==> config.mk <==
export PLATFORM = sky130hd
export DESIGN_NAME = seg_scan_drv
export DESIGN_NICKNAME = d
export VERILOG_FILES = /design/src/rtl/seg_scan_drv_pkg.sv /design/src/rtl/seg_scan_drv_seg7_decode.sv /design/src/rtl/seg_scan_drv.sv
export SDC_FILE = /design/constraint.sdc
export NUM_CORES = 1
export LEC_CHECK = 0
export ABC_AREA = 1
export CAP_MARGIN = 15
export CORE_UTILIZATION = 57
export CTS_BUF_LIST = sky130_fd_sc_hd__clkbuf_4 sky130_fd_sc_hd__clkbuf_8
export CTS_CLUSTER_DIAMETER = 150
export DETAILED_ROUTE_END_ITERATION = 8
export GPL_TIMING_DRIVEN = 0
export PLACE_DENSITY = 0.85
export SETUP_SLACK_MARGIN = 0.02
export SYNTH_ARGS = -nofsm -noshare
export SYNTH_HDL_FRONTEND = slang
export SYNTH_SLANG_ARGS = --single-unit
==> constraint.sdc <==
create_clock -name clk_sys -period 5.6 [get_ports clk_sys]
set_input_delay 0.84 -clock clk_sys [delete_from_list [all_inputs] [get_ports clk_sys]]
set_output_delay 0.84 -clock clk_sys [all_outputs]
set_load 0.005 [all_outputs]
==> src/rtl/seg_scan_drv_pkg.sv <==
// Shared constants for the clock display path: segment codes, digit positions
// and the packed BCD time layout {hou_h,hou_l,min_h,min_l,sec_h,sec_l}.
package seg_pkg;

  localparam int TIME_W = 20;

  localparam int SEC_L_LSB = 0;
  localparam int SEC_H_LSB = 4;
  localparam int MIN_L_LSB = 7;
  localparam int MIN_H_LSB = 11;
  localparam int HOU_L_LSB = 14;
  localparam int HOU_H_LSB = 18;

  localparam logic [6:0] SEG_0     = 7'h3F;
  localparam logic [6:0] SEG_1     = 7'h06;
  localparam logic [6:0] SEG_2     = 7'h5B;
  localparam logic [6:0] SEG_3     = 7'h4F;
  localparam logic [6:0] SEG_4     = 7'h66;
  localparam logic [6:0] SEG_5     = 7'h6D;
  localparam logic [6:0] SEG_6     = 7'h7D;
  localparam logic [6:0] SEG_7     = 7'h07;
  localparam logic [6:0] SEG_8     = 7'h7F;
  localparam logic [6:0] SEG_9     = 7'h6F;
  localparam logic [6:0] SEG_DASH  = 7'h40;
  localparam logic [6:0] SEG_BLANK = 7'h00;
  localparam logic [6:0] SEG_ERR   = 7'h79;

  localparam logic [2:0] POS_SEC_L  = 3'd0;
  localparam logic [2:0] POS_SEC_H  = 3'd1;
  localparam logic [2:0] POS_DASH_S = 3'd2;
  localparam logic [2:0] POS_MIN_L  = 3'd3;
  localparam logic [2:0] POS_MIN_H  = 3'd4;
  localparam logic [2:0] POS_DASH_M = 3'd5;
  localparam logic [2:0] POS_HOU_L  = 3'd6;
  localparam logic [2:0] POS_HOU_H  = 3'd7;

  function automatic logic [3:0] pos_digit(input logic [TIME_W-1:0] t, input logic [2:0] pos);
    logic [3:0] d;
    case (pos)
      POS_SEC_L: d = t[SEC_L_LSB +: 4];
      POS_SEC_H: d = {1'b0, t[SEC_H_LSB +: 3]};
      POS_MIN_L: d = t[MIN_L_LSB +: 4];
      POS_MIN_H: d = {1'b0, t[MIN_H_LSB +: 3]};
      POS_HOU_L: d = t[HOU_L_LSB +: 4];
      POS_HOU_H: d = {2'b00, t[HOU_H_LSB +: 2]};
      default:   d = 4'd0;
    endcase
    return d;
  endfunction

  // Selects 6 and 7 land on a dash slot; callers gate them out before use.
  function automatic logic [2:0] edit_pos(input logic [2:0] sel);
    logic [2:0] p;
    case (sel)
      3'd0:    p = POS_SEC_L;
      3'd1:    p = POS_SEC_H;
      3'd2:    p = POS_MIN_L;
      3'd3:    p = POS_MIN_H;
      3'd4:    p = POS_HOU_L;
      3'd5:    p = POS_HOU_H;
      default: p = POS_DASH_S;
    endcase
    return p;
  endfunction

endpackage

==> src/rtl/seg_scan_drv_seg7_decode.sv <==
// BCD digit to seven-segment pattern {g,f,e,d,c,b,a}, active-high.
// Blank overrides dash, dash overrides the digit value.
module seg7_decode
  import seg_pkg::*;
(
  input  logic [3:0] bcd_i,
  input  logic       is_dash_i,
  input  logic       is_blank_i,
  output logic [6:0] seg_o
);

  // Segment lookup with override
  always_comb begin
    seg_o = SEG_ERR;
    if (is_blank_i) begin
      seg_o = SEG_BLANK;
    end else if (is_dash_i) begin
      seg_o = SEG_DASH;
    end else begin
      case (bcd_i)
        4'd0:    seg_o = SEG_0;
        4'd1:    seg_o = SEG_1;
        4'd2:    seg_o = SEG_2;
        4'd3:    seg_o = SEG_3;
        4'd4:    seg_o = SEG_4;
        4'd5:    seg_o = SEG_5;
        4'd6:    seg_o = SEG_6;
        4'd7:    seg_o = SEG_7;
        4'd8:    seg_o = SEG_8;
        4'd9:    seg_o = SEG_9;
        default: seg_o = SEG_ERR;
      endcase
    end
  end

endmodule

==> src/rtl/seg_scan_drv.sv <==
// Two-group multiplexed seven-segment driver showing HH-MM-SS, with per-slot
// ghost blanking, a frame-latched time shadow and a blinking edit digit.
module seg_scan_drv
  import seg_pkg::*;
#(
  parameter int CLK_HZ    = 100_000_000,
  parameter int SCAN_HZ   = 1000,
  parameter int GUARD_CYC = 16,
  parameter int BLINK_HZ  = 2
) (
  input  logic              clk_sys,
  input  logic              rstn,
  input  logic [TIME_W-1:0] time_data,
  input  logic              blink_en,
  input  logic [2:0]        blink_bit,
  output logic [6:0]        led0,
  output logic [6:0]        led1,
  output logic [3:0]        led_mux0,
  output logic [3:0]        led_mux1,
  output logic              dp0,
  output logic              dp1
);

  localparam int SCAN_DIV   = CLK_HZ / SCAN_HZ;
  localparam int BLINK_HALF = CLK_HZ / (2 * BLINK_HZ);
  localparam int SCAN_W     = (SCAN_DIV > 1) ? $clog2(SCAN_DIV) : 1;
  localparam int BLINK_W    = (BLINK_HALF > 1) ? $clog2(BLINK_HALF) : 1;

  localparam logic [SCAN_W-1:0]  SCAN_LAST  = SCAN_W'(SCAN_DIV - 1);
  localparam logic [SCAN_W-1:0]  GUARD_LIM  = SCAN_W'(GUARD_CYC);
  localparam logic [BLINK_W-1:0] BLINK_LAST = BLINK_W'(BLINK_HALF - 1);

  logic [SCAN_W-1:0]  slot_cnt_q, slot_cnt_d;
  logic [1:0]         idx_q, idx_d;
  logic [TIME_W-1:0]  shadow_q, shadow_d;
  logic               first_q;
  logic [BLINK_W-1:0] blink_cnt_q, blink_cnt_d;
  logic               blink_on_q, blink_on_d;
  logic               blink_en_q;
  logic [2:0]         blink_bit_q;
  logic [6:0]         led0_q, led1_q, led0_d, led1_d;
  logic [3:0]         mux_q, mux_d;
  logic               dp0_q, dp1_q, dp0_d, dp1_d;

  logic [TIME_W-1:0]  data_s;
  logic               restart_s, blink_on_s, edit_ok_s, guard_s;
  logic [2:0]         edit_pos_s, pos0_s, pos1_s;
  logic               hit0_s, hit1_s, blank0_s, blank1_s, dash0_s, dash1_s;
  logic [3:0]         dig0_s, dig1_s;

  // Slot timer and frame-boundary shadow capture
  always_comb begin
    idx_d    = idx_q;
    shadow_d = shadow_q;
    if (slot_cnt_q == SCAN_LAST) begin
      slot_cnt_d = '0;
      idx_d      = idx_q - 2'd1;
      if (idx_q == 2'd0) begin
        shadow_d = time_data;
      end else begin
        shadow_d = shadow_q;
      end
    end else begin
      slot_cnt_d = slot_cnt_q + SCAN_W'(1);
    end
    if (first_q) begin
      shadow_d = time_data;
    end else begin
      shadow_d = shadow_d;
    end
  end

  // A new edit target or a fresh enable restarts the blink in its visible phase.
  always_comb begin
    restart_s = blink_en && (!blink_en_q || (blink_bit != blink_bit_q));
    if (restart_s) begin
      blink_cnt_d = '0;
      blink_on_d  = 1'b1;
    end else if (blink_cnt_q == BLINK_LAST) begin
      blink_cnt_d = '0;
      blink_on_d  = !blink_on_q;
    end else begin
      blink_cnt_d = blink_cnt_q + BLINK_W'(1);
      blink_on_d  = blink_on_q;
    end
    blink_on_s = restart_s || blink_on_q;
  end

  // Per-slot digit selection, blink/dp masks and guard gating
  always_comb begin
    data_s     = first_q ? time_data : shadow_q;
    pos0_s     = {1'b0, idx_q};
    pos1_s     = {1'b1, idx_q};
    edit_ok_s  = blink_en && (blink_bit <= 3'd5);
    edit_pos_s = edit_pos(blink_bit);
    hit0_s     = edit_ok_s && (edit_pos_s == pos0_s);
    hit1_s     = edit_ok_s && (edit_pos_s == pos1_s);
    blank0_s   = hit0_s && !blink_on_s;
    blank1_s   = hit1_s && !blink_on_s;
    dash0_s    = (pos0_s == POS_DASH_S);
    dash1_s    = (pos1_s == POS_DASH_M);
    dig0_s     = pos_digit(data_s, pos0_s);
    dig1_s     = pos_digit(data_s, pos1_s);
    guard_s    = (slot_cnt_q < GUARD_LIM);
    if (guard_s) begin
      mux_d = 4'b0000;
    end else begin
      mux_d = 4'b0001 << idx_q;
    end
    dp0_d = !guard_s && hit0_s;
    dp1_d = !guard_s && hit1_s;
  end

  seg7_decode u_dec0 (
    .bcd_i      (dig0_s),
    .is_dash_i  (dash0_s),
    .is_blank_i (blank0_s),
    .seg_o      (led0_d)
  );

  seg7_decode u_dec1 (
    .bcd_i      (dig1_s),
    .is_dash_i  (dash1_s),
    .is_blank_i (blank1_s),
    .seg_o      (led1_d)
  );

  // Scan state registers
  always_ff @(posedge clk_sys or negedge rstn) begin
    if (!rstn) begin
      slot_cnt_q <= '0;
      idx_q      <= 2'd3;
      shadow_q   <= '0;
      first_q    <= 1'b1;
    end else begin
      slot_cnt_q <= slot_cnt_d;
      idx_q      <= idx_d;
      shadow_q   <= shadow_d;
      first_q    <= 1'b0;
    end
  end

  // Blink state registers
  always_ff @(posedge clk_sys or negedge rstn) begin
    if (!rstn) begin
      blink_cnt_q <= '0;
      blink_on_q  <= 1'b1;
      blink_en_q  <= 1'b0;
      blink_bit_q <= 3'd0;
    end else begin
      blink_cnt_q <= blink_cnt_d;
      blink_on_q  <= blink_on_d;
      blink_en_q  <= blink_en;
      blink_bit_q <= blink_bit;
    end
  end

  // Output registers
  always_ff @(posedge clk_sys or negedge rstn) begin
    if (!rstn) begin
      led0_q <= 7'h00;
      led1_q <= 7'h00;
      mux_q  <= 4'b0000;
      dp0_q  <= 1'b0;
      dp1_q  <= 1'b0;
    end else begin
      led0_q <= led0_d;
      led1_q <= led1_d;
      mux_q  <= mux_d;
      dp0_q  <= dp0_d;
      dp1_q  <= dp1_d;
    end
  end

  assign led0     = led0_q;
  assign led1     = led1_q;
  assign led_mux0 = mux_q;
  assign led_mux1 = mux_q;
  assign dp0      = dp0_q;
  assign dp1      = dp1_q;

endmodule

### Yosys cells after proc, flatten, opt, wreduce, memory -nomap -nowiden

Memories as Yosys holds them, arrays and structs flattened.
Index checks and enable logic that the tools add are counted.

* $add $sub $neg: 3
* equal/unequal tests: 13
* shift-type cells: 1
* reduce and logical (&&, ||, !) cells: 20
* multiplexer cells: 17
* order comparisons: 2

Operators with widths (count)
* $mux W20: 4
* $mux W25: 2
* $mux W7: 4
* $add A25 B1 Y25 const B: 1
* $eq A25 B25 Y1 const B: 1
* $pmux W4 S3: 2
* $pmux W3 S6: 1
* $add A17 B1 Y17 const B: 1
* $eq A17 B17 Y1 const B: 1
* $lt A17 B5 Y1 const B: 1
* $mux W17: 1
* $logic_and A1 B1 Y1: 8
* $eq A3 B2 Y1 const B: 2
* $eq A3 B3 Y1 const B: 2
* $reduce_bool A2 Y1: 3
* $eq A2 B2 Y1 const B: 2
* $logic_not A1 Y1: 4
* $mux W4: 1
* $shl A1 B2 Y4 const A: 1
* $eq A3 B1 Y1 const B: 1
* $eq A3 B2 Y1: 1
* $eq A3 B3 Y1: 1
* $le A3 B3 Y1 const B: 1
* $logic_not A3 Y1: 1
* 7 further kinds: 9

* memories kept: 2
* input bits: 26
* output and inout port bits: 24
* register bits: 90
* ROM bits: 224
* word-level logic and storage cells: 71

Memories
* (no name shown): depth 16, bits a word 7, rd ports 1, clocked after Yosys merged registers in 0, write ports 0, line seg_scan_drv_seg7_decode.sv:20 `case (bcd_i)`
* (no name shown): depth 16, bits a word 7, rd ports 1, clocked after Yosys merged registers in 0, write ports 0, line seg_scan_drv_seg7_decode.sv:20

### Longest topological paths before layout

* depth in word-level cells: 7
* mapped depth: 15
* mapped depth without buffers: 14

### Modules after synthesis

A second synthesis with hierarchy kept.

* cell total of the unflattened synthesis: 693
* area total of the unflattened synthesis: 5096.1 sq um

Modules (own cells, without submodules)
* seg_scan_drv: seq. area each 2257.2 sq um, cells each 603, area an instance 4645.7 sq um, instances 1
* seg7_decode: seq. area each 0.0 sq um, cells each 45, area an instance 225.2 sq um, instances 2

### Least setup slack after synthesis

Ideal clock, no wire load.

* path type: reg2reg
* from: register idx_q[1]
* to: register led1_q[1], in the netlist led1[1]
* cell stages (with the launch flop): 13
* buffers on the path: 2
* clock period less this slack: 2109 ps
* arrival time: 1993 ps
* path slack: 3491 ps
* data required time: 5485 ps
* cell sequence: dfstp_2 inv_1 ha_1 buf_2 inv_1 clkbuf_1 nand2_1 ha_1 inv_1 nor2_1 nand2_1 nand2_1 nor2_1

* word-level cells in the longest chain between the ends: 5

Ends and longest elaborated chain
* from (decl): line seg_scan_drv.sv:34 `logic [1:0] idx_q, idx_d;`
* from (signal assigned): line seg_scan_drv.sv:137 `idx_q <= idx_d;`
* $eq A2 B2 Y1 or $logic_not A2 Y1 (tied branches): line seg_scan_drv_pkg.sv:39 `case (pos)`
* $pmux W4 S3: line seg_scan_drv_pkg.sv:39
* $mem_v2 Z16 W7
* $mux W7: line seg_scan_drv_seg7_decode.sv:17 `end else if (is_dash_i) begin`
* $mux W7 (*): line seg_scan_drv_seg7_decode.sv:15 `if (is_blank_i) begin`
* net led1_d[1]: line seg_scan_drv.sv:41 `logic [6:0] led0_q, led1_q, led0_d, led1_d;`
* to (signal assigned): line seg_scan_drv.sv:168 `led1_q <= led1_d;`
* to (decl): line seg_scan_drv.sv:41

Mark *: on every way through the listed nets, which the timed path passes. The rest lies on a longest branch.
A chain may end at the register's enable or synchronous reset.

### Worst setup path after layout

* from: register idx_q[0]
* to: register led0_q[4], in the netlist led0[4]

* word-level cells in the longest chain between the ends: 5

Ends and longest elaborated chain
* $eq A2 B2 Y1 (tied with other cells): line seg_scan_drv_pkg.sv:39
* $pmux W4 S3: line seg_scan_drv_pkg.sv:39
* $mem_v2 Z16 W7
* $mux W7: line seg_scan_drv_seg7_decode.sv:17
* $mux W7 (*): line seg_scan_drv_seg7_decode.sv:15
* net led0_d[4]: line seg_scan_drv.sv:41
* to (signal assigned): line seg_scan_drv.sv:167 `led0_q <= led0_d;`
* to (decl): line seg_scan_drv.sv:41

Marks and branches as above.

==> flow_summary.yaml <==
run_status:
  status: "complete, no violations"
power_and_ir_drop:
  irDropWorstVdd_uv: 119
  power_density_nw_per_um2: 214
  power_leakage_nw: 3.00
floorplan:
  start_util: 0.592
  core.rowCount: 34
  die_h_um: 97.4
  chipWidth_um: 97.4
  ioPinCount: 50
  die-area_um2: 9480
  fp.coreArea_um2: 8760
worst_setup_path:
  end_kind: "register"
  start_kind: "register"
  cp.buffers_inverters: 4
  cp_common_cell: "inv_1"
  cp.arrival_ns: 2.70
  cp.required_ns: 5.84
  cp_top_family: "simple AND/OR/NAND/NOR gates"
  critPathSlowestCell: "dfstp_2"
  critPathMaxStageDelay_ns: 0.57
  crit_type: "reg2reg"
  cp_max_fo: 10
  crit_chain: "inv_1, ha_1, buf_4, inv_1, nor2_1, o21ai_0, nand3_1, nand2_1, inv_1, ha_1, nand3b_1, a21oi_1, nor2_1"
clock_tree:
  post_cts_buffers: 0
  cts_max_path_buffers: 2
  cts.sinks: 90
  cts.repair.resized: 0
  cts_buffers: 9
  cts_tree: "built"
  cts_max_level: 3
  clk_pin_slew_ns: 0.09
  cts_hold_buf: 0
  cts-root-buf: "clkbuf_8"
  worstSkewPairLatency_ns: 0.35
synth:
  synth_area_leaders: "dfrtp_1, nand2_1, nor2_1, inv_1, nand3_1"
  synthXorXnorAreaFrac: 0.0304
  synthAdderAreaFrac: 0.0410
  synth_compound_area_frac: 0.0307
  ys.flop_type: "dfrtp_1"
  synthArstFlopShare: 1.00
  synth_top_family_by_area: "simple AND/OR/NAND/NOR gates"
  avgSynthCellArea_um2: 7.38
  synth_fp_nets: 745
  synth_top_cell_by_area: "dfrtp_1"
  ys_ff_latch: 90
  ys_types: 37
  synth_cells: 702
  synth-edff-count: 0
  synthSimpleGateAreaFrac: 0.369
  yosysSeqAreaShare: 0.435
  syn_area_um2: 5180
  yosysTopAreaCellShare: 0.415
  ys_top_cells_by_count: "nand2_1, nor2_1, dfrtp_1"
  synth.most_common_cell: "nand2_1"
  yosys_warnings: 0
  synth_mux_area_frac: 0
drt:
  drt-initial-drc-count: 225
  avgRoutedWirePerCell_um: 12.9
  via_per_inst: 5.25
  wirelength_mm: 11.3
  postRouteAntennaNets: 0
  vias: 4597
  drcViolationCount: 0
  dr.pass1.iters: 5
final_layout:
  nets: 806
  drive_gt1_frac: 0.0768
  diodes: 0
  fin_area_um2: 6010
  syn2layout_area_growth_pct: 15.9
timing:
  tns_ns: 0
  fin_ws_ns: 3.14
  skew_ns: 0.0103
  tightest_slew_ns: 1.11
  period_needed_ns: 2.46
  rsz0062_at_grt: "false"
  slew_viol_final: 0
  setup_viol: 0
  period_share: 0.439
  timing.fmax_mhz: 407
  relSlewSlack: 0.253
  hold_viol: 0
global_routing:
  grt_pass1_wl_mm: 19.5
  grt_max_degree: 65
  grt_usage: 0.251
  grt_overflow: 0
  grt_pass1_vias: 4374
  antenna_found_initial: 0
job:
  drv_cap: 0
placement:
  post-dp-hpwl_mm: 8.55
  dpl-instance-area_um2: 5830
  post-place-ws_ns: 2.97
  routabilityCongestion: 0.933
  io_buffers: 49
worst_hold_path:
  hp-class: "in2async"
## placed cells by master, fill, tap and decap left out, drive strengths merged
cell	count
clkbuf	15
nor4	3
xnor2	1
nand3	53
clkinv	4
o21bai	1
nor3b	2
nor3	23
nand4	18
dfstp	4
conb	1
nand3b	6
a21oi	10
a31oi	1
or2	2
inv	88
o21ai	19
ha	17
clkdlybuf4s50	48
nand2	212
buf	18
xor2	17
nor2	119
dfrtp	86
## report_power, final
group          total, mW  leakage [nW]  internal [mW]  switching (mW)
Combinational      0.184          1.77         0.0835           0.100
Clock              0.407        0.0974          0.187           0.220
Sequential         0.697          1.13          0.683          0.0139
## logic make-up (layout without fill, tap and decap cells)
kind of cell / Yosys count / after routing
xor+xnor: 18 / 18
compound gates: 31 / 31
buf+inv: 107 / 173
flops: 90 / 90
simple gates: 438 / 438
other cells: 1 / 1
fa+ha+maj: 17 / 17
## per-layer routing
layer	wire length, um	part of all wire	GRT usage
met5	0	0	0
met4	190	0.017	0.0848
met3	669	0.059	0.0381
met2	5370	0.48	0.402
met1	5050	0.45	0.351
## final cells by class
class	instances	area, um^2
multi-input cells	505	2450
well taps	108	135
fillers	719	2750
clock inverters	3	15.0
plain buffers	18	140
repair buffers	50	515
flip-flops and latches	90	2260
clock buffers	13	160
inverters	89	339
## worst register-to-register path: cells and delay by family, from the launching register on
family,cells,cell delay [ns]
AND/OR/NAND/NOR,5,0.66
flip-flops,1,0.57
buffers and inverters,4,0.50
adder cells (fa/ha/maj),2,0.42
AO/OA/AOI/OAI,2,0.20
## path summary, 6_finish.rpt
path | start | endpoint | slack (ns) | depth (start not counted)
hold / removal | rstn | blink_cnt_q[9] | 0.39 | 1
hold reg to reg | blink_cnt_q[0] | blink_cnt_q[0] | 0.47 | 1
max in group asynchronous | rstn | idx_q[0] | 4.53 | 2
min in group clk_sys | blink_cnt_q[0] | blink_cnt_q[0] | 0.47 | 1
setup / recovery | idx_q[0] | led0[4] | 3.14 | 13
setup reg to reg | idx_q[0] | led0[4] | 3.14 | 13
## metrics by stage
stage | util | instances | power (mW) | hold slack (ns)
finish | 0.686 | 876 | 1.29 | 0.387
global route | 0.686 | 876 | 1.35 | 0.415
CTS | 0.686 | 876 | 1.30 | 0.394
detailed placement | 0.666 | 860 | 0.894 | 0.470
global placement | 0.663 | 859 | 0.882 | 0.447
floorplan | - | 702 | 0.802 | 0.431
## state kept, by name, summed over array words and instances, names as in the netlist, 2 cells and up
| signal | cells |
|---|---|
| slot_cnt_q | 17 |
| blink_bit_q | 3 |
| led1 | 7 |
| led0 | 7 |
| blink_cnt_q | 25 |
| shadow_q | 20 |
| idx_q | 2 |
| led_mux0 | 4 |
(Power assumes the default switching activity.)
==> variant 1 (same flow settings) <==
Add an input register stage for `blink_bit`; this delays it by one clock. The other inputs are not delayed to match.
--- a/src/rtl/seg_scan_drv.sv
+++ b/src/rtl/seg_scan_drv.sv
@@ -29,6 +29,16 @@
   localparam logic [SCAN_W-1:0]  SCAN_LAST  = SCAN_W'(SCAN_DIV - 1);
   localparam logic [SCAN_W-1:0]  GUARD_LIM  = SCAN_W'(GUARD_CYC);
   localparam logic [BLINK_W-1:0] BLINK_LAST = BLINK_W'(BLINK_HALF - 1);
+
+  logic [2:0] blink_bit_r;
+
+  always_ff @(posedge clk_sys or negedge rstn) begin
+    if (!rstn) begin
+      blink_bit_r <= '0;
+    end else begin
+      blink_bit_r <= blink_bit;
+    end
+  end
 
   logic [SCAN_W-1:0]  slot_cnt_q, slot_cnt_d;
   logic [1:0]         idx_q, idx_d;
@@ -72,7 +82,7 @@
 
   // A new edit target or a fresh enable restarts the blink in its visible phase.
   always_comb begin
-    restart_s = blink_en && (!blink_en_q || (blink_bit != blink_bit_q));
+    restart_s = blink_en && (!blink_en_q || (blink_bit_r != blink_bit_q));
     if (restart_s) begin
       blink_cnt_d = '0;
       blink_on_d  = 1'b1;
@@ -91,8 +101,8 @@
     data_s     = first_q ? time_data : shadow_q;
     pos0_s     = {1'b0, idx_q};
     pos1_s     = {1'b1, idx_q};
-    edit_ok_s  = blink_en && (blink_bit <= 3'd5);
-    edit_pos_s = edit_pos(blink_bit);
+    edit_ok_s  = blink_en && (blink_bit_r <= 3'd5);
+    edit_pos_s = edit_pos(blink_bit_r);
     hit0_s     = edit_ok_s && (edit_pos_s == pos0_s);
     hit1_s     = edit_ok_s && (edit_pos_s == pos1_s);
     blank0_s   = hit0_s && !blink_on_s;
@@ -151,7 +161,7 @@
       blink_cnt_q <= blink_cnt_d;
       blink_on_q  <= blink_on_d;
       blink_en_q  <= blink_en;
-      blink_bit_q <= blink_bit;
+      blink_bit_q <= blink_bit_r;
     end
   end
 
Check against the original RTL: no difference found for any inputs over 10 cycles, from zero or initial values and one cycle with rstn low; that may be too few to reach the edited logic, so the function may still have changed.
==> variant 1 against the unedited design <==
Synthesized area fell by 0.22%; via count rose by 0.46%; sequential cell count rose by 3; combinational power fell by 3%; clock power rose by 14%; core utilization rose by 0.20 points; fmax rose by 1.3%; final area rose by 0.29%; total power rose by 6.0%; wire length rose by 0.96%; worst setup slack improved by 0.032 ns; sequential power rose by 3.4%; critical path type unchanged.
==> variant 1: results (changes against the unedited design) <==
| Metric | Value |
|---|---|
| Status | finished, final reports clean |
| Commonest cells post-synth | nand2_1 (211), nor2_1 (115), dfrtp_1 (89) |
| Synth area leaders | dfrtp_1 (43%), nand2_1 (15%), nor2_1 (8.3%) |
| Post-CTS sizing | 0 (unchanged) |
| Reg2reg setup slack | 3.17 ns (+0.03 ns) |
| Initial antenna violation count | 0 (unchanged) |
| Final Non-Filler Cells | 879 (+0.34%) |
| Fin nets | 810 (+0.50%) |
| Worst EP arrival | 2.67 ns (-0.03 ns) |
| Placed insts | 864 (+0.47%) |
| Syn_area_per_cell | 7.326 um2 (-0.78%) |
| DRC Markers | 0 (unchanged) |
| Mapped Nets | 749 (+0.54%) |
| Number of global-route vias before repair | 4,367 (-0.16%) |
| Crit. Startpoint | idx_q[0] |
| Register area share after synthesis | 45.09% (+1.5 points) |
| Unique masters post-synth | 32 (-14%) |
| Total track usage | 25.32% (+0.19 points) |
| Hold Crit Class | input pin to async pin |
| Placed wire-length estimate | 8.320 mm (-2.7%) |
| Peak VDD IR | 124.0 uV (+4.6%) |
| Setup ws final | 3.173 ns (+0.03220 ns) |
| Final Skew | 0.01388 ns (+0.003545 ns) |
| Place WS | 2.992 ns (+0.02192 ns) |
| Fillers | 733 (+1.9%) |
| Pleak | 3.027 nW (+1.1%) |
| Largest fanout on the critical path | 10 (unchanged) |
| Synth async-reset ratio | 100.0% (unchanged) |
| DRT Wirelength | 11.39 mm (+0.96%) |
| Placer congestion estimate | 0.8928 (-4.3%) |
| Longest Clk Path Bufs | 2 (unchanged) |
| Initial DRC count | 268 (+19%) |
| Later-pin clock latency in the skew report | 0.36 ns |
| CTS Buf Count | 9 (unchanged) |
| Ys Warns | 0 (unchanged) |
| Drt pass-1 iters | 5 (unchanged) |
| Worst R2R End | led1[4] |
| R2R depth | 13 (unchanged) |
| Slew margin rel. | 24.39% (-0.91 points) |
| Largest net degree at the start of global routing | 65 (unchanged) |
| Vias | 4,618 (+0.46%) |
| Antenna cells | 0 (unchanged) |
| PortBufs | 49 (unchanged) |
| First-pass GRT wire length | 19.50 mm (-0.21%) |
| Layout cells sized above 1 | 6.485% (-1.2 points) |
[variant 1: cell count changes after synthesis, moves of 4 or more]
cell,unedited run,this run
o21ai_0,15,11
nand2_1,200,211
buf_2,3,8
nand2_2,9,2
nand3_1,52,63
[variant 1: kinds of logic after synthesis]
family                     after synthesis  share of synthesized area [%]
and+or+nand+nor                        446                          36.62
buffers and inverters                  108                          8.902
DFF                                     93                          45.09
AOI/OAI and AO/OA                       26                          2.661
adders and majority gates               17                          4.112
xor gates and xnor gates                15                          2.540
other                                    1                        0.07250
[variant 1: critical path, cell delays in order (launching register included)]
cell	delay, ns
dfstp_2	0.56
inv_1	0.11
ha_1	0.21
buf_2	0.21
nand2_1	0.09
nand2_1	0.05
nand2_1	0.06
nand3_1	0.13
nand2_1	0.20
inv_1	0.09
ha_1	0.20
nand3b_1	0.17
a21oi_1	0.17
nor2_1	0.07
[variant 1: metrics by stage]
| step | hold slack (ns) | instance area (um2) |
|---|---|---|
| floorplan | 0.3941 | 5172 |
| global placement | 0.4107 | 5798 |
| detailed placement | 0.4160 | 5823 |
| CTS | 0.3975 | 6027 |
| global route | 0.4179 | 6027 |
| finish | 0.3916 | 6027 |
[variant 1: cell type report]
cell class	count	area share, %
Multi-Input combinational cell	505	39.49
Sequential cell	93	38.70
Timing Repair Buffer	50	8.553
Inverter	89	5.543
Clock buffer	12	2.636
Tap cell	108	2.242
Buffer	19	2.097
Clock inverter	3	0.7474
[variant 1: worst min-delay path by stage]
stage | startpoint | to | slack [ns] | depth (start not counted)
2_1_floorplan | blink_bit_r[2] | blink_bit_q[2] | 0.39 | 0
3_3_place_gp | blink_bit_r[0] | blink_bit_q[0] | 0.41 | 0
3_5_place_dp | blink_bit_r[2] | blink_bit_q[2] | 0.42 | 0
4_1_cts | rstn | blink_cnt_q[16] | 0.40 | 1
5_1_grt | rstn | blink_cnt_q[13] | 0.42 | 1
6_report | rstn | blink_cnt_q[13] | 0.39 | 1
[variant 1: where the power goes]
part	leakage [nW]	internal, mW	total, mW	switching, mW
Sequential	1.17	0.706	0.721	0.0153
Combinational	1.76	0.0814	0.179	0.0977
Clock	0.0981	0.234	0.465	0.232
[variant 1: routing by layer]
metal,global-route usage [%],up-vias,wire [um]
met5,0,-,0
li1,-,2317,-
met4,8.032,0,144
met2,42.25,162,5448
met3,3.813,13,603
met1,34.20,2126,5189
==> variant 2 (same flow settings) <==
Made on the original files. The package constant `MIN_H_LSB` goes from 11 to 12.
--- a/src/rtl/seg_scan_drv_pkg.sv
+++ b/src/rtl/seg_scan_drv_pkg.sv
@@ -7,7 +7,7 @@
   localparam int SEC_L_LSB = 0;
   localparam int SEC_H_LSB = 4;
   localparam int MIN_L_LSB = 7;
-  localparam int MIN_H_LSB = 11;
+  localparam int MIN_H_LSB = 12;
   localparam int HOU_L_LSB = 14;
   localparam int HOU_H_LSB = 18;
 
Function: no difference found for any inputs over 10 cycles, from zero or initial values and one cycle with rstn low; that may be too few to reach the edited logic, so the function may still have changed.
==> variant 2 against the unedited design <==
Sequential power decreased by 1%; final area down 0.10%; critical path type unchanged; total power is 3.1% higher; synthesized area shrank 0.41%; core utilization fell by 0.071 points; worst setup slack worse by 0.083 ns; wire length is 0.34% lower; sequential cell count down 1; largest power group unchanged.
==> variant 2: results (changes against the unedited design) <==
| Metric | Value |
|---|---|
| Worst-margin pin slew | 1.049 ns (-0.06261 ns) |
| Worst EP arrival | 2.79 ns (+0.09 ns) |
| Unique masters post-synth | 35 (-5.4%) |
| Pleak | 3.034 nW (+1.3%) |
| Placed insts | 850 (-1.2%) |
| Placer congestion estimate | 0.9373 (+0.46%) |
| Hold_buf cts | 0 (unchanged) |
| Clock Tree Root | clkbuf_8 |
| Longest Clk Path Bufs | 2 (unchanged) |
| Reg2reg setup slack | 3.06 ns (-0.08 ns) |
| Ys Warns | 0 (unchanged) |
| Clk slew on worst S/H paths | 0.08 ns |
| Layout cells sized above 1 | 9.763% (+2.1 points) |
| Fillers | 703 (-2.2%) |
| Initial antenna violation count | 0 (unchanged) |
| Drt pass-1 iters | 5 (unchanged) |
| Synth async-reset ratio | 100.0% (unchanged) |
| Net Sw Power | 0.3361 mW (+0.52%) |
| Number of global-route vias before repair | 4,452 (+1.8%) |
| Routed WL per cell | 12.98 um (+0.81%) |
| Vias | 4,602 (+0.11%) |
| Register area share after synthesis | 43.24% (-0.31 points) |
| Placed wire-length estimate | 8.330 mm (-2.6%) |
| CP max stage delay | 0.59 ns (+0.02 ns) |
| Post-synth EDFFs | 0 (unchanged) |
| Largest fanout on the critical path | 9 (-1) |
| R2R depth | 13 (unchanged) |
| Status | finished, final reports clean |
| CTS Buf Count | 9 (unchanged) |
| H-Tree Depth | 3 (unchanged) |
| Fin nets | 796 (-1.2%) |
| Place WS | 2.982 ns (+0.01140 ns) |
| Mapped Nets | 736 (-1.2%) |
| Initial DRC count | 244 (+8.4%) |
| Commonest cells post-synth | nand2_1 (185), nor2_1 (113), inv_1 (87) |
| Mapped Cells | 693 (-1.3%) |
| Final Skew | 0.01087 ns (+0.0005389 ns) |
| Total track usage | 25.45% (+0.32 points) |
| Largest registers | blink_cnt_q x25, shadow_q x19, slot_cnt_q x17 |
| Later-pin clock latency in the skew report | 0.36 ns |
| Post-CTS sizing | 0 (unchanged) |
| Drt via density | 5.314 (+1.3%) |
| First-pass GRT wire length | 19.59 mm (+0.25%) |
| Final critical-path share of the clock period | 45.40% (+1.5 points) |
| Setup Fix Bufs, Post-CTS | 0 (unchanged) |
| Synth area leaders | dfrtp_1 (41%), nand2_1 (13%), nor2_1 (8.2%) |
| Antenna cells | 0 (unchanged) |
| Largest net degree at the start of global routing | 56 (-14%) |
| Hold Crit Class | input pin to async pin |
| Slowest-stage cell, CP | dfstp_2 |
| Crit. Startpoint | idx_q[0] |
| Most used DFF post-synth | dfrtp_1 |
| Peak VDD IR | 150.3 uV (+27%) |
| PortBufs | 48 (-2.0%) |
| CP endpoint | led0[4] |
[variant 2: cell count changes after synthesis, moves of 3 or more]
| cell | unedited run | this run |
|---|---|---|
| buf_2 | 3 | 7 |
| buf_4 | 8 | 4 |
| nand3_1 | 52 | 59 |
| nand4_1 | 18 | 12 |
| nand2_1 | 200 | 185 |
| inv_1 | 84 | 87 |
| o21ai_0 | 15 | 8 |
| nand3b_1 | 6 | 3 |
| nand2_2 | 9 | 22 |
[variant 2: how the worst min path moves through the flow]
stage	start	endpoint	slack, ns
5_1_grt	rstn	blink_cnt_q[18]	0.45
3_5_place_dp	blink_cnt_q[0]	blink_cnt_q[0]	0.45
4_1_cts	rstn	blink_cnt_q[18]	0.44
2_1_floorplan	blink_cnt_q[0]	blink_cnt_q[0]	0.43
3_3_place_gp	blink_cnt_q[0]	blink_cnt_q[0]	0.44
6_report	rstn	blink_cnt_q[19]	0.43
[variant 2: per-stage QoR]
stage               instance area, um2  utilization (%)  power [mW]
floorplan                         5162                -      0.7957
global placement                  5778            65.93      0.8741
global route                      6003            68.50       1.391
finish                            6003            68.50       1.327
detailed placement                5803            66.22      0.8847
CTS                               6003            68.50       1.337
[variant 2: worst max-delay path: cells and delay by family (launching register included)]
kind                       cells  cell delay [ns]
AOI/OAI and AO/OA              2             0.23
DFF                            1             0.59
buffers and inverters          4             0.53
and+or+nand+nor                5             0.68
adders and majority gates      2             0.41
[variant 2: cells by family (layout without fill, tap and decap cells)]
group / count (synthesis) / after routing / share of synthesized area, %
adder cells (fa/ha/maj): 17 / 17 / 4.120
AO/OA/AOI/OAI: 29 / 29 / 3.006
buffers and inverters: 109 / 174 / 9.307
AND/OR/NAND/NOR: 431 / 431 / 37.37
flip-flops: 89 / 89 / 43.24
XOR/XNOR: 17 / 17 / 2.884
other: 1 / 1 / 0.07264
[variant 2: routing by layer]
metal,vias up,part of all wire [%],GRT usage (%)
met5,-,0,0
met4,0,1.8,8.840
met3,29,5.3,4.245
met2,152,49,42.96
met1,2148,44,33.16
li1,2273,-,-
[variant 2: power by group through the flow]
stage | sequential, mW | clock, mW | combinational [mW]
finish | 0.688 | 0.454 | 0.185
global route | 0.692 | 0.490 | 0.209
CTS | 0.688 | 0.464 | 0.185
detailed placement | 0.701 | 0 | 0.184
global placement | 0.699 | 0 | 0.175
floorplan | 0.701 | 0 | 0.0951
[variant 2: cell type report]
class | count | area [um2] | share of cell area (%)
plain buffers | 17 | 135.1 | 2.251
clock buffers | 13 | 160.2 | 2.668
clock inverters | 3 | 40.04 | 0.6669
inverters | 92 | 345.3 | 5.752
multi-input cells | 495 | 2450 | 40.81
flip-flops and latches | 89 | 2232 | 37.18
well taps | 108 | 135.1 | 2.251
repair buffers | 49 | 505.5 | 8.420
